===== src/rtl/fifo_flags.sv =====
// fifo_flags: parametrised synchronous FIFO with an occupancy count,
// programmable almost-full/almost-empty thresholds, a synchronous flush,
// and sticky overflow/underflow error flags.
// The output is show-ahead: out always presents mem[ridx] with no read latency.
module fifo_flags #(
    parameter int AWIDTH     = 4,
    parameter int DWIDTH     = 32,
    parameter int AFULL_LVL  = 2**AWIDTH - 2,
    parameter int AEMPTY_LVL = 1
) (
    input  logic              clk_i,
    input  logic              rst_ni,
    input  logic              flush,
    input  logic              push,
    input  logic              pop,
    input  logic [DWIDTH-1:0] in,
    output logic [DWIDTH-1:0] out,
    output logic [AWIDTH:0]   count,
    output logic              full,
    output logic              empty,
    output logic              almost_full,
    output logic              almost_empty,
    output logic              overflow,
    output logic              underflow,
    input  logic              err_clr
);

    localparam int DEPTH = 2**AWIDTH;

    // Thresholds resized to the count width so the flag decodes compare like widths.
    localparam logic [AWIDTH:0] C_DEPTH  = (AWIDTH+1)'(DEPTH);
    localparam logic [AWIDTH:0] C_AFULL  = (AWIDTH+1)'(AFULL_LVL);
    localparam logic [AWIDTH:0] C_AEMPTY = (AWIDTH+1)'(AEMPTY_LVL);

    logic [DWIDTH-1:0] r_mem [DEPTH];
    logic [AWIDTH-1:0] r_ridx;
    logic [AWIDTH-1:0] r_widx;
    logic [AWIDTH:0]   r_count;
    logic              r_overflow;
    logic              r_underflow;

    logic w_full;
    logic w_empty;
    logic w_wr_ok;
    logic w_rd_ok;
    logic w_ovf_set;
    logic w_udf_set;

    // Status decodes come only from registered state, so push/pop never reach an output.
    assign w_full  = (r_count == C_DEPTH);
    assign w_empty = (r_count == '0);

    // Accept decisions; a flush cycle swallows every request and cannot raise an error.
    // A push into a full FIFO is still accepted when a pop frees the head in the same cycle.
    always_comb begin
        w_wr_ok   = 1'b0;
        w_rd_ok   = 1'b0;
        w_ovf_set = 1'b0;
        w_udf_set = 1'b0;
        if (!flush) begin
            w_wr_ok   = push && (!w_full || pop);
            w_rd_ok   = pop && !w_empty;
            w_ovf_set = push && w_full && !pop;
            w_udf_set = pop && w_empty;
        end
    end

    // Storage array: cleared on reset so out reads zero before the first write.
    always_ff @(posedge clk_i or negedge rst_ni) begin
        if (!rst_ni) begin
            for (int i = 0; i < DEPTH; i++) begin
                r_mem[i] <= '0;
            end
        end else if (w_wr_ok) begin
            r_mem[r_widx] <= in;
        end
    end

    // Read/write pointers wrap naturally modulo DEPTH; flush returns both to zero.
    always_ff @(posedge clk_i or negedge rst_ni) begin
        if (!rst_ni) begin
            r_ridx <= '0;
            r_widx <= '0;
        end else if (flush) begin
            r_ridx <= '0;
            r_widx <= '0;
        end else begin
            if (w_wr_ok) begin
                r_widx <= r_widx + AWIDTH'(1);
            end
            if (w_rd_ok) begin
                r_ridx <= r_ridx + AWIDTH'(1);
            end
        end
    end

    // Occupancy count: separate register so full and empty stay distinct when pointers match.
    always_ff @(posedge clk_i or negedge rst_ni) begin
        if (!rst_ni) begin
            r_count <= '0;
        end else if (flush) begin
            r_count <= '0;
        end else if (w_wr_ok && !w_rd_ok) begin
            r_count <= r_count + (AWIDTH+1)'(1);
        end else if (w_rd_ok && !w_wr_ok) begin
            r_count <= r_count - (AWIDTH+1)'(1);
        end
    end

    // Sticky error flags; a new error in the same cycle as err_clr keeps the flag set.
    always_ff @(posedge clk_i or negedge rst_ni) begin
        if (!rst_ni) begin
            r_overflow  <= 1'b0;
            r_underflow <= 1'b0;
        end else begin
            r_overflow  <= (r_overflow  && !err_clr) || w_ovf_set;
            r_underflow <= (r_underflow && !err_clr) || w_udf_set;
        end
    end

    assign out          = r_mem[r_ridx];
    assign count        = r_count;
    assign full         = w_full;
    assign empty        = w_empty;
    assign almost_full  = (r_count >= C_AFULL);
    assign almost_empty = (r_count <= C_AEMPTY);
    assign overflow     = r_overflow;
    assign underflow    = r_underflow;

endmodule


===== config.mk =====
export PLATFORM = sky130hd
export DESIGN_NAME = fifo_flags
export DESIGN_NICKNAME = d
export VERILOG_FILES = /design/src/rtl/fifo_flags.sv
export SDC_FILE = /design/constraint.sdc
export NUM_CORES = 1
export LEC_CHECK = 0
export BUFFER_PORTS_ARGS = -buffer_cell sky130_fd_sc_hd__buf_4
export CORE_AREA = 2 2 246 248
export CTS_CLUSTER_DIAMETER = 120
export DETAILED_ROUTE_END_ITERATION = 16
export DIE_AREA = 0 0 248 250
export GPL_TIMING_DRIVEN = 1
export PLACE_DENSITY_LB_ADDON = 0.3
export RECOVER_POWER = 25
export SLEW_MARGIN = 10
export SYNTH_ARGS = -nofsm -noshare
export SYNTH_HDL_FRONTEND = slang
export SYNTH_SLANG_ARGS = --single-unit

===== constraint.sdc =====
create_clock -name clk_i -period 2.6 [get_ports clk_i]
set_input_delay 0.52 -clock clk_i [delete_from_list [all_inputs] [get_ports clk_i]]
set_output_delay 0.52 -clock clk_i [all_outputs]
set_load 0.01 [all_outputs]

==> results of run 1 <==
[worst max-delay path by stage]
stage	slack, ns	to
floorplan	0.03	out[13]
global placement	0.02	out[31]
detailed placement	-0.005	out[6]
CTS	-0.64	out[9]
global route	-0.65	out[26]
finish	-0.57	out[5]
[metrics by stage]
| step | setup slack, ns | util | setup TNS [ns] | hold slack, ns |
|---|---|---|---|---|
| after floorplan | 0.0316 | - | 0 | 0.224 |
| after global placement | 0.0229 | 0.442 | 0 | 0.463 |
| after detailed placement | -0.00515 | 0.442 | -0.00515 | 0.474 |
| after CTS | -0.643 | 0.478 | -18.90 | 0.0947 |
| after global routing | -0.653 | 0.482 | -29.45 | 0.0903 |
| final | -0.565 | 0.482 | -16.58 | 0.111 |
[cells in the final DEF, fill, tap and decap left out, types with 14 or more instances in the layout]
cell / instances
buf_12: 41
buf_4: 91
buf_6: 35
clkbuf_16: 62
clkbuf_8: 15
dfrtp_1: 523
mux2_1: 14
mux2_2: 468
mux2_4: 30
mux4_2: 160
[layer usage]
| layer | share of wire | routed length, µm |
|---|---|---|
| met3 | 0.045 | 2670 |
| met1 | 0.44 | 26100 |
| met4 | 0.018 | 1070 |
| met5 | 0.00020 | 12 |
| met2 | 0.50 | 29600 |
[critical path: stages (launching register included)]
cell and delay [ns]:
dfrtp_4 0.47, buf_12 0.18, buf_6 0.13, mux4_2 0.50, mux4_2 0.57, buf_6 0.17
[flip-flops by register name, summed over array words and instances (netlist names)]
| name | flops |
|---|---|
| r_mem | 512 |
| underflow | 1 |
| r_ridx | 4 |
| r_widx | 4 |
| count | 5 |
| overflow | 1 |
[synth_stat cells, drive strengths merged (3+ instances only)]
cell type / instances
nor4b: 3
nand4: 3
clkbuf: 57
buf: 71
inv: 10
dfrtp: 527
mux2: 512
mux4: 160
nor3: 5
mux2i: 3
and2: 3
xnor2: 4
nand2: 13
a211oi: 4
a21oi: 3
nand3: 5
ha: 10
nand2b: 5
o32ai: 3
or3: 3
nor2: 12
[repair_timing]
item / CTS / global route
setup endpoints to repair: 33 / 34
setup buffers: 6 / 9
gates cloned: 1 / 8
endpoints found under the hold margin: 46 / 0
gates resized for setup: 30 / 15
hold buffers: 1 / 0
pin swaps: 0 / 0
[power breakdown]
group          internal, mW  switching [mW]  total [mW]
combinational          4.30            3.08        7.37
clock                  4.98            3.45        8.42
sequential             9.28           0.562        9.84
total                  18.5            7.08        25.6
[final cells by class]
class                   instances  area (µm²)  area share
flip-flops and latches        527       13200       0.460
well taps                     782         978      0.0341
inverters                      10        40.0     0.00140
clock buffers                  83        1670      0.0583
repair buffers                182        2170      0.0755
clock inverters                24         283     0.00985
multi-input cells             777       10400       0.361
[cells by family after synthesis]
group                    count (synthesis)  share of synthesized area
multiplexers                           675                      0.394
flip-flops                             527                      0.547
buffers and inverters                  138                     0.0266
AND/OR/NAND/NOR                         63                     0.0160
AO/OA/AOI/OAI                           23                    0.00877
adder cells (fa/ha/maj)                 10                    0.00519
XOR/XNOR                                 6                    0.00218
==> run_results.csv, run 1 <==
group,metric,value,unit
critical_path,cp.arrival,2.65,ns
critical_path,cp-startpoint,"r_ridx[0]",
hold_path,hold_class,"in -> reg",
yosys,yosysUniqueCellTypes,53,
outcome,status,"complete, but fails checks",
global_route,grt_pass1_wl,92.1,mm
yosys,postSynthAreaPerCell,16.7,µm²
place,gp_congestion,0.753,
clocking,cts_root_buf,"clkbuf_16",
routing,antenna_left,0,
die,core,59600,µm²
critical_path,path_class,"reg -> out",
yosys,synth_seq_cells,527,
hold_path,hold_end,"overflow",
place,place_inst,2254,
global_route,grt_max_degree,78,
global_route,antenna_found_initial,1,
yosys,yosys.area.top_type,"dfrtp_1",
clocking,cts_buffer_depth,3,
global_route,top_usage_layer,"met2",
yosys,synth_nets,1490,
sta,setup_viol,32,
finish,area_delta_synth_final,19.0,%
yosys,ys_top_cells_by_area,"dfrtp_1 55%, mux2_2 22%, mux4_2 15%",
yosys,synth_top_area_frac,0.547,
yosys,synthCells,1442,
power,p_per_area,893,nW/µm²
clocking,clk_latency,0.63,ns
yosys,async_flop_share,1.00,
die,die_area,62000,µm²
finish,fill_cells,4987,
job,drv_cap,1,
sta,hold_viol_final,0,
global_route,grtUsageTotal,0.197,
sta,period_minus_slack,3.17,ns
sta,fin_crit_sh,1.22,
yosys,synth-edff-count,0,
routing,wire_per_inst,24.9,µm
global_route,met1_usage,0.275,
finish,design_area,28700,µm²
clocking,cts_sinks,527,
power,p_leak,13.4,nW
place,dp_hpwl,34.6,mm
routing,vias_per_cell,5.54,
die,die_h,250,µm
die,initial_core_util,0.405,
finish,drive_above_1_share,0.603,
hold_path,hold_path_depth,2,
die,io_pins,81,
die,chipWidth,248,µm
routing,dr.pass1.iters,6,
global_route,met3_usage,0.0320,
yosys,yosysSeqAreaShare,0.547,
routing,wirelength,59.5,mm
power,finalPower,25.6,mW
place,io_buffers,80,
place,dpl_cell_area,26300,µm²
critical_path,crit_required,2.08,ns
routing,num_vias,13200,
global_route,grt_overflow_total,0,
power,peakVddDrop,0.563,mV
yosys,synthFlopType,"dfrtp_1",
critical_path,ff2ff_setup_slack,0.18,ns
critical_path,rr_startpoint,"count[0]",
global_route,use_met2,0.323,
clocking,cts_made_buffers,57,
sta,fmax,316,MHz
clocking,cts_tree,"yes",
die,rows,90,
yosys,netlist_area,24100,µm²
outcome,violations,"max-capacitance violations, max-slew violations, negative setup slack",
finish,final_nets,1603,
yosys,ys.warnings.count,0,
sta,rsz0062_at_grt,"true",
critical_path,cp_max_fo,9,
critical_path,startpoint_type,"flip-flop",
sta,max_slew.worst_pin.slew,1.62,ns
routing,post-route-drc-count,0,
sta,slew_headroom,-0.0770,
critical_path,worstSetupEndpointType,"output pin",
finish,fin_cells,2385,
critical_path,r2r_end,"r_mem[159]",
clocking,clkSlewWorstSetupHoldPaths,0.06,ns
global_route,grt_pass1_vias,14700,
sta,skew,0.0135,ns
sta,worst_slack,-0.565,ns
routing,drt_iter0_markers,664,
finish,n_antenna_cell,0,
hold_path,hp-start,"err_clr",
critical_path,rr_worst_depth,7,
clocking,h-tree-depth,2,
sta,drv_slew,55,
(Power assumes the default switching activity.)
==> run 2, diff against run 1 <==
clock period = 4.1 ns   (was 2.6 ns; I/O delays follow)
==> run_results.csv, run 2 (synthesized netlist as in run 1, its figures left out) <==
group,metric,value,unit
power,p_leak,12.9,nW
global_route,grt_pass1_vias,14400,
clocking,h-tree-depth,2,
sta,setup_viol,0,
routing,wl_met3,2.10,mm
sta,skew,0.0157,ns
routing,highest_layer,"met5",
sta,max_slew.worst_pin.slew,2.38,ns
routing,post-route-drc-count,0,
outcome,violations,"max-capacitance violations, max-slew violations",
finish,area_delta_synth_final,14.7,%
global_route,antenna_found_initial,3,
place,place_inst,2220,
critical_path,rr_worst_depth,7,
finish,final_cell_mix,"523 x dfrtp_1, 468 x mux2_2, 160 x mux4_2",
finish,n_antenna_cell,0,
sta,period_minus_slack,3.76,ns
clocking,post_cts_resized,0,
critical_path,cp_max_fo,32,
place,dp_hpwl,34.4,mm
critical_path,ff2ff_setup_slack,1.01,ns
global_route,grtUsageTotal,0.195,
die,core,59600,µm²
sta,fmax,266,MHz
die,io_pins,81,
clocking,cts_tree,"yes",
finish,largest-register,"r_mem",
hold_path,hold_path_depth,2,
routing,wirelength,58.4,mm
die,die_area,62000,µm²
die,chipWidth,248,µm
critical_path,crit_required,3.28,ns
critical_path,worstSetupEndpointType,"output pin",
clocking,cts_sinks,527,
hold_path,hold_end,"overflow",
die,die_h,250,µm
routing,wire_per_inst,25.1,µm
critical_path,rr_startpoint,"count[0]",
clocking,cts_root_buf,"clkbuf_16",
finish,design_area,27700,µm²
routing,antenna_left,0,
sta,tns,0,ns
outcome,status,"complete, but fails checks",
job,drv_cap,1,
sta,hold_viol_final,0,
power,peakVddDrop,0.314,mV
finish,seqCellArea,13200,µm²
hold_path,hp-start,"err_clr",
routing,met2_length,29.2,mm
global_route,grt_overflow_total,0,
routing,vias_per_cell,5.64,
place,gp_congestion,0.781,
global_route,grt_pass1_wl,90.9,mm
routing,drt_iter0_markers,761,
global_route,grt_max_degree,90,
place,io_buffers,80,
critical_path,startpoint_type,"flip-flop",
die,rows,90,
clocking,cts_buffer_depth,3,
clocking,clk_latency,0.61,ns
routing,num_vias,13100,
finish,largest_register_ffs,512,
critical_path,path_class,"reg -> out",
routing,wl_met1,26.1,mm
sta,slew_headroom,-0.585,
power,p_per_area,560,nW/µm²
sta,drv_slew,89,
finish,final_nets,1544,
clocking,postCtsSetupBuffers,0,
routing,dr.pass1.iters,4,
finish,multi_input_area,10300,µm²
clocking,cts_made_buffers,56,
finish,drive_above_1_share,0.585,
finish,final_common_cell,"dfrtp_1",
sta,rsz0062_at_grt,"false",
sta,fin_crit_sh,0.917,
place,dpl_cell_area,25800,µm²
critical_path,r2r_end,"r_mem[135]",
hold_path,hold_class,"in -> reg",
finish,fill_cells,5067,
finish,fin_cells,2323,
clocking,cts_hold_buf,0,
die,initial_core_util,0.405,
clocking,clkSlewWorstSetupHoldPaths,0.06,ns
critical_path,cp.arrival,2.94,ns
## run 2: cell count changes in the layout (fill, tap and decap cells not counted), sizes merged
cell	delta
clkbuf	+2
clkinv	-3
clkinvlp	-1
dlygate4sd3	-1
bufinv	+2
inv	-5
buf	-56
## run 2: layout make-up
type / count / share of cell area
repair buffers: 124 / 0.0408
multi-input cells: 777 / 0.374
well taps: 782 / 0.0354
clock inverters: 17 / 0.00991
clock buffers: 86 / 0.0613
flip-flops and latches: 527 / 0.477
inverters: 10 / 0.00136
## run 2: metal layers
layer  global-route usage  up-vias
met1                0.272     7292
li1                     -     5525
met2                0.321      199
met4               0.0435        6
met5                    0        -
met3               0.0313       73
## run 2: worst max path at each step
stage / startpoint / end
after floorplan: r_ridx[0] / out[13]
after detailed placement: r_ridx[1] / out[15]
after global placement: r_ridx[1] / out[14]
after CTS: r_ridx[1] / out[15]
after global routing: rst_ni / r_ridx[1]
final: r_ridx[1] / out[15]
## run 2: per-stage QoR
step | worst slack, ns | util | hold WS (ns) | total power, mW
floorplan | 1.23 | - | 0.452 | 8.82
global placement | 0.954 | 0.432 | 0.463 | 10.2
detailed placement | 0.936 | 0.432 | 0.473 | 10.3
CTS | 0.286 | 0.465 | 0.250 | 15.7
global route | 0.204 | 0.464 | 0.438 | 16.2
finish | 0.339 | 0.464 | 0.454 | 15.5
## run 2: power breakdown
| part | switching, mW | leakage (nW) | internal [mW] |
|---|---|---|---|
| sequential | 0.450 | 7.14 | 5.88 |
| clock | 2.08 | 0.969 | 3.28 |
| combinational | 1.70 | 4.76 | 2.10 |
## run 2: critical path: stages (launching register included)
cell and delay, ns:
dfrtp_4 0.79, buf_4 0.47, mux4_2 0.36, mux4_2 0.51, buf_4 0.16
==> run 3, diff against run 2 <==
CORE_AREA = 2 2 228 230   (was 2 2 246 248)
DIE_AREA = 0 0 230 232   (was 0 0 248 250)
==> run_results.csv, run 3 (synthesized netlist as in run 1, its figures left out) <==
group,metric,value,unit
sta,max_slew.worst_pin.slew,2.87,ns
clocking,h-tree-depth,2,
power,p_per_area,554,nW/µm²
clocking,cts_hold_buf,0,
hold_path,hold_end,"overflow",
outcome,violations,"max-capacitance violations, max-slew violations",
routing,wire_per_inst,24.9,µm
critical_path,worstSetupEndpointType,"output pin",
critical_path,crit_path_frequent_cell,"mux4_2",
die,initial_core_util,0.474,
critical_path,path_class,"reg -> out",
place,dpl_cell_area,25500,µm²
critical_path,startpoint_type,"flip-flop",
critical_path,crit_slowest_cell,"dfrtp_4",
global_route,antenna_found_initial,2,
place,dp_hpwl,32.9,mm
critical_path,rr_startpoint,"count[0]",
finish,fin_cells,2221,
clocking,cts_made_buffers,55,
hold_path,hp-start,"err_clr",
outcome,status,"complete, but fails checks",
clocking,postCtsSetupBuffers,0,
finish,final_nets,1545,
sta,fin_crit_sh,0.916,
job,drv_cap,1,
routing,wirelength,55.2,mm
sta,tns,0,ns
routing,dr.pass1.iters,4,
clocking,clk_latency,0.62,ns
finish,final_cell_mix,"523 x dfrtp_1, 468 x mux2_2, 160 x mux4_2",
finish,drive_above_1_share,0.585,
hold_path,hold_path_depth,2,
power,p_leak,12.8,nW
routing,drt_iter0_markers,742,
sta,setup_viol,0,
sta,rsz0062_at_grt,"false",
clocking,cts_buffer_depth,3,
critical_path,cp_max_fo,43,
die,chipWidth,230,µm
global_route,grt_pass1_wl,87.8,mm
power,peakVddDrop,0.443,mV
clocking,post_cts_resized,0,
finish,largest-register,"r_mem",
die,core,50900,µm²
critical_path,crit_chain,"buf_12 -> mux4_2 -> mux4_2 -> buf_4",
clocking,cts_root_buf,"clkbuf_16",
sta,slew_headroom,-0.910,
clocking,cts_tree,"yes",
critical_path,ff2ff_setup_slack,0.90,ns
power,finalPower,15.2,mW
finish,multi_input_area,10300,µm²
routing,antenna_left,0,
routing,post-route-drc-count,0,
finish,largest_register_ffs,512,
die,io_pins,81,
finish,seqCellArea,13200,µm²
die,rows,83,
finish,fill_cells,4068,
critical_path,r2r_end,"r_mem[508]",
global_route,grt_max_degree,103,
place,place_inst,2120,
die,die_area,53400,µm²
global_route,grt_pass1_vias,14300,
critical_path,rr_worst_depth,7,
sta,hold_viol_final,0,
critical_path,cp.arrival,2.94,ns
global_route,grt_overflow_total,0,
routing,num_vias,13000,
finish,final_core_util,0.538,
hold_path,hold_class,"in -> reg",
place,gp_congestion,0.752,
clocking,clkSlewWorstSetupHoldPaths,0.06,ns
routing,vias_per_cell,5.87,
place,io_buffers,80,
finish,area_delta_synth_final,13.5,%
critical_path,cpPeakStageDelay,0.64,ns
clocking,cts_sinks,527,
die,die_h,232,µm
finish,design_area,27400,µm²
critical_path,crit_required,3.28,ns
sta,fmax,266,MHz
finish,final_common_cell,"dfrtp_1",
sta,skew,0.0362,ns
finish,n_antenna_cell,0,
sta,drv_slew,97,
global_route,grtUsageTotal,0.215,
sta,period_minus_slack,3.76,ns
run 3: cell count changes in the layout (fill, tap and decap cells not counted):
cell / change
clkbuf_1: -1
inv_6: +3
clkbuf_4: -3
buf_4: +12
clkinv_2: +1
clkinvlp_4: -1
bufinv_16: -3
clkbuf_2: -1
buf_12: -5
clkbuf_16: -2
run 3: critical path: cells and delay by family, from the launching register on:
kind / cells / cell delay (ns)
multiplexers: 2 / 1.11
flip-flops: 1 / 0.64
buffers and inverters: 2 / 0.55
run 3: per-layer routing:
metal,global-route usage,part of all wire
met3,0.0344,0.036
met2,0.358,0.49
met4,0.0593,0.023
met1,0.296,0.45
met5,0,0.00025
run 3: stage by stage:
stage,hold slack [ns],setup slack [ns]
2_1_floorplan,0.452,1.23
3_3_place_gp,0.463,0.809
3_5_place_dp,0.473,0.729
4_1_cts,0.313,0.232
5_1_grt,0.382,0.176
6_report,0.400,0.345
run 3: worst max-delay path by stage:
| stage | startpoint | to | slack [ns] | cells past startpoint |
|---|---|---|---|---|
| floorplan | r_ridx[0] | out[13] | 1.23 | 4 |
| global placement | flush | r_mem[90] | 0.81 | 5 |
| detailed placement | flush | r_mem[79] | 0.73 | 5 |
| CTS | r_ridx[0] | out[27] | 0.23 | 4 |
| global route | r_ridx[0] | out[27] | 0.18 | 4 |
| finish | r_ridx[0] | out[31] | 0.34 | 4 |
run 3: where the power goes:
part / switching [mW] / total, mW / internal [mW]
clock: 2.09 / 5.10 / 3.02
sequential: 0.452 / 6.33 / 5.88
combinational: 1.62 / 3.72 / 2.09
run 3: final cells by class:
class | count | share of cell area
clock buffer | 84 | 0.0602
clock inverter | 17 | 0.00759
inverter | 10 | 0.00137
multi-input combinational | 777 | 0.378
sequential | 527 | 0.482
tap | 680 | 0.0311
timing repair buffer | 126 | 0.0397
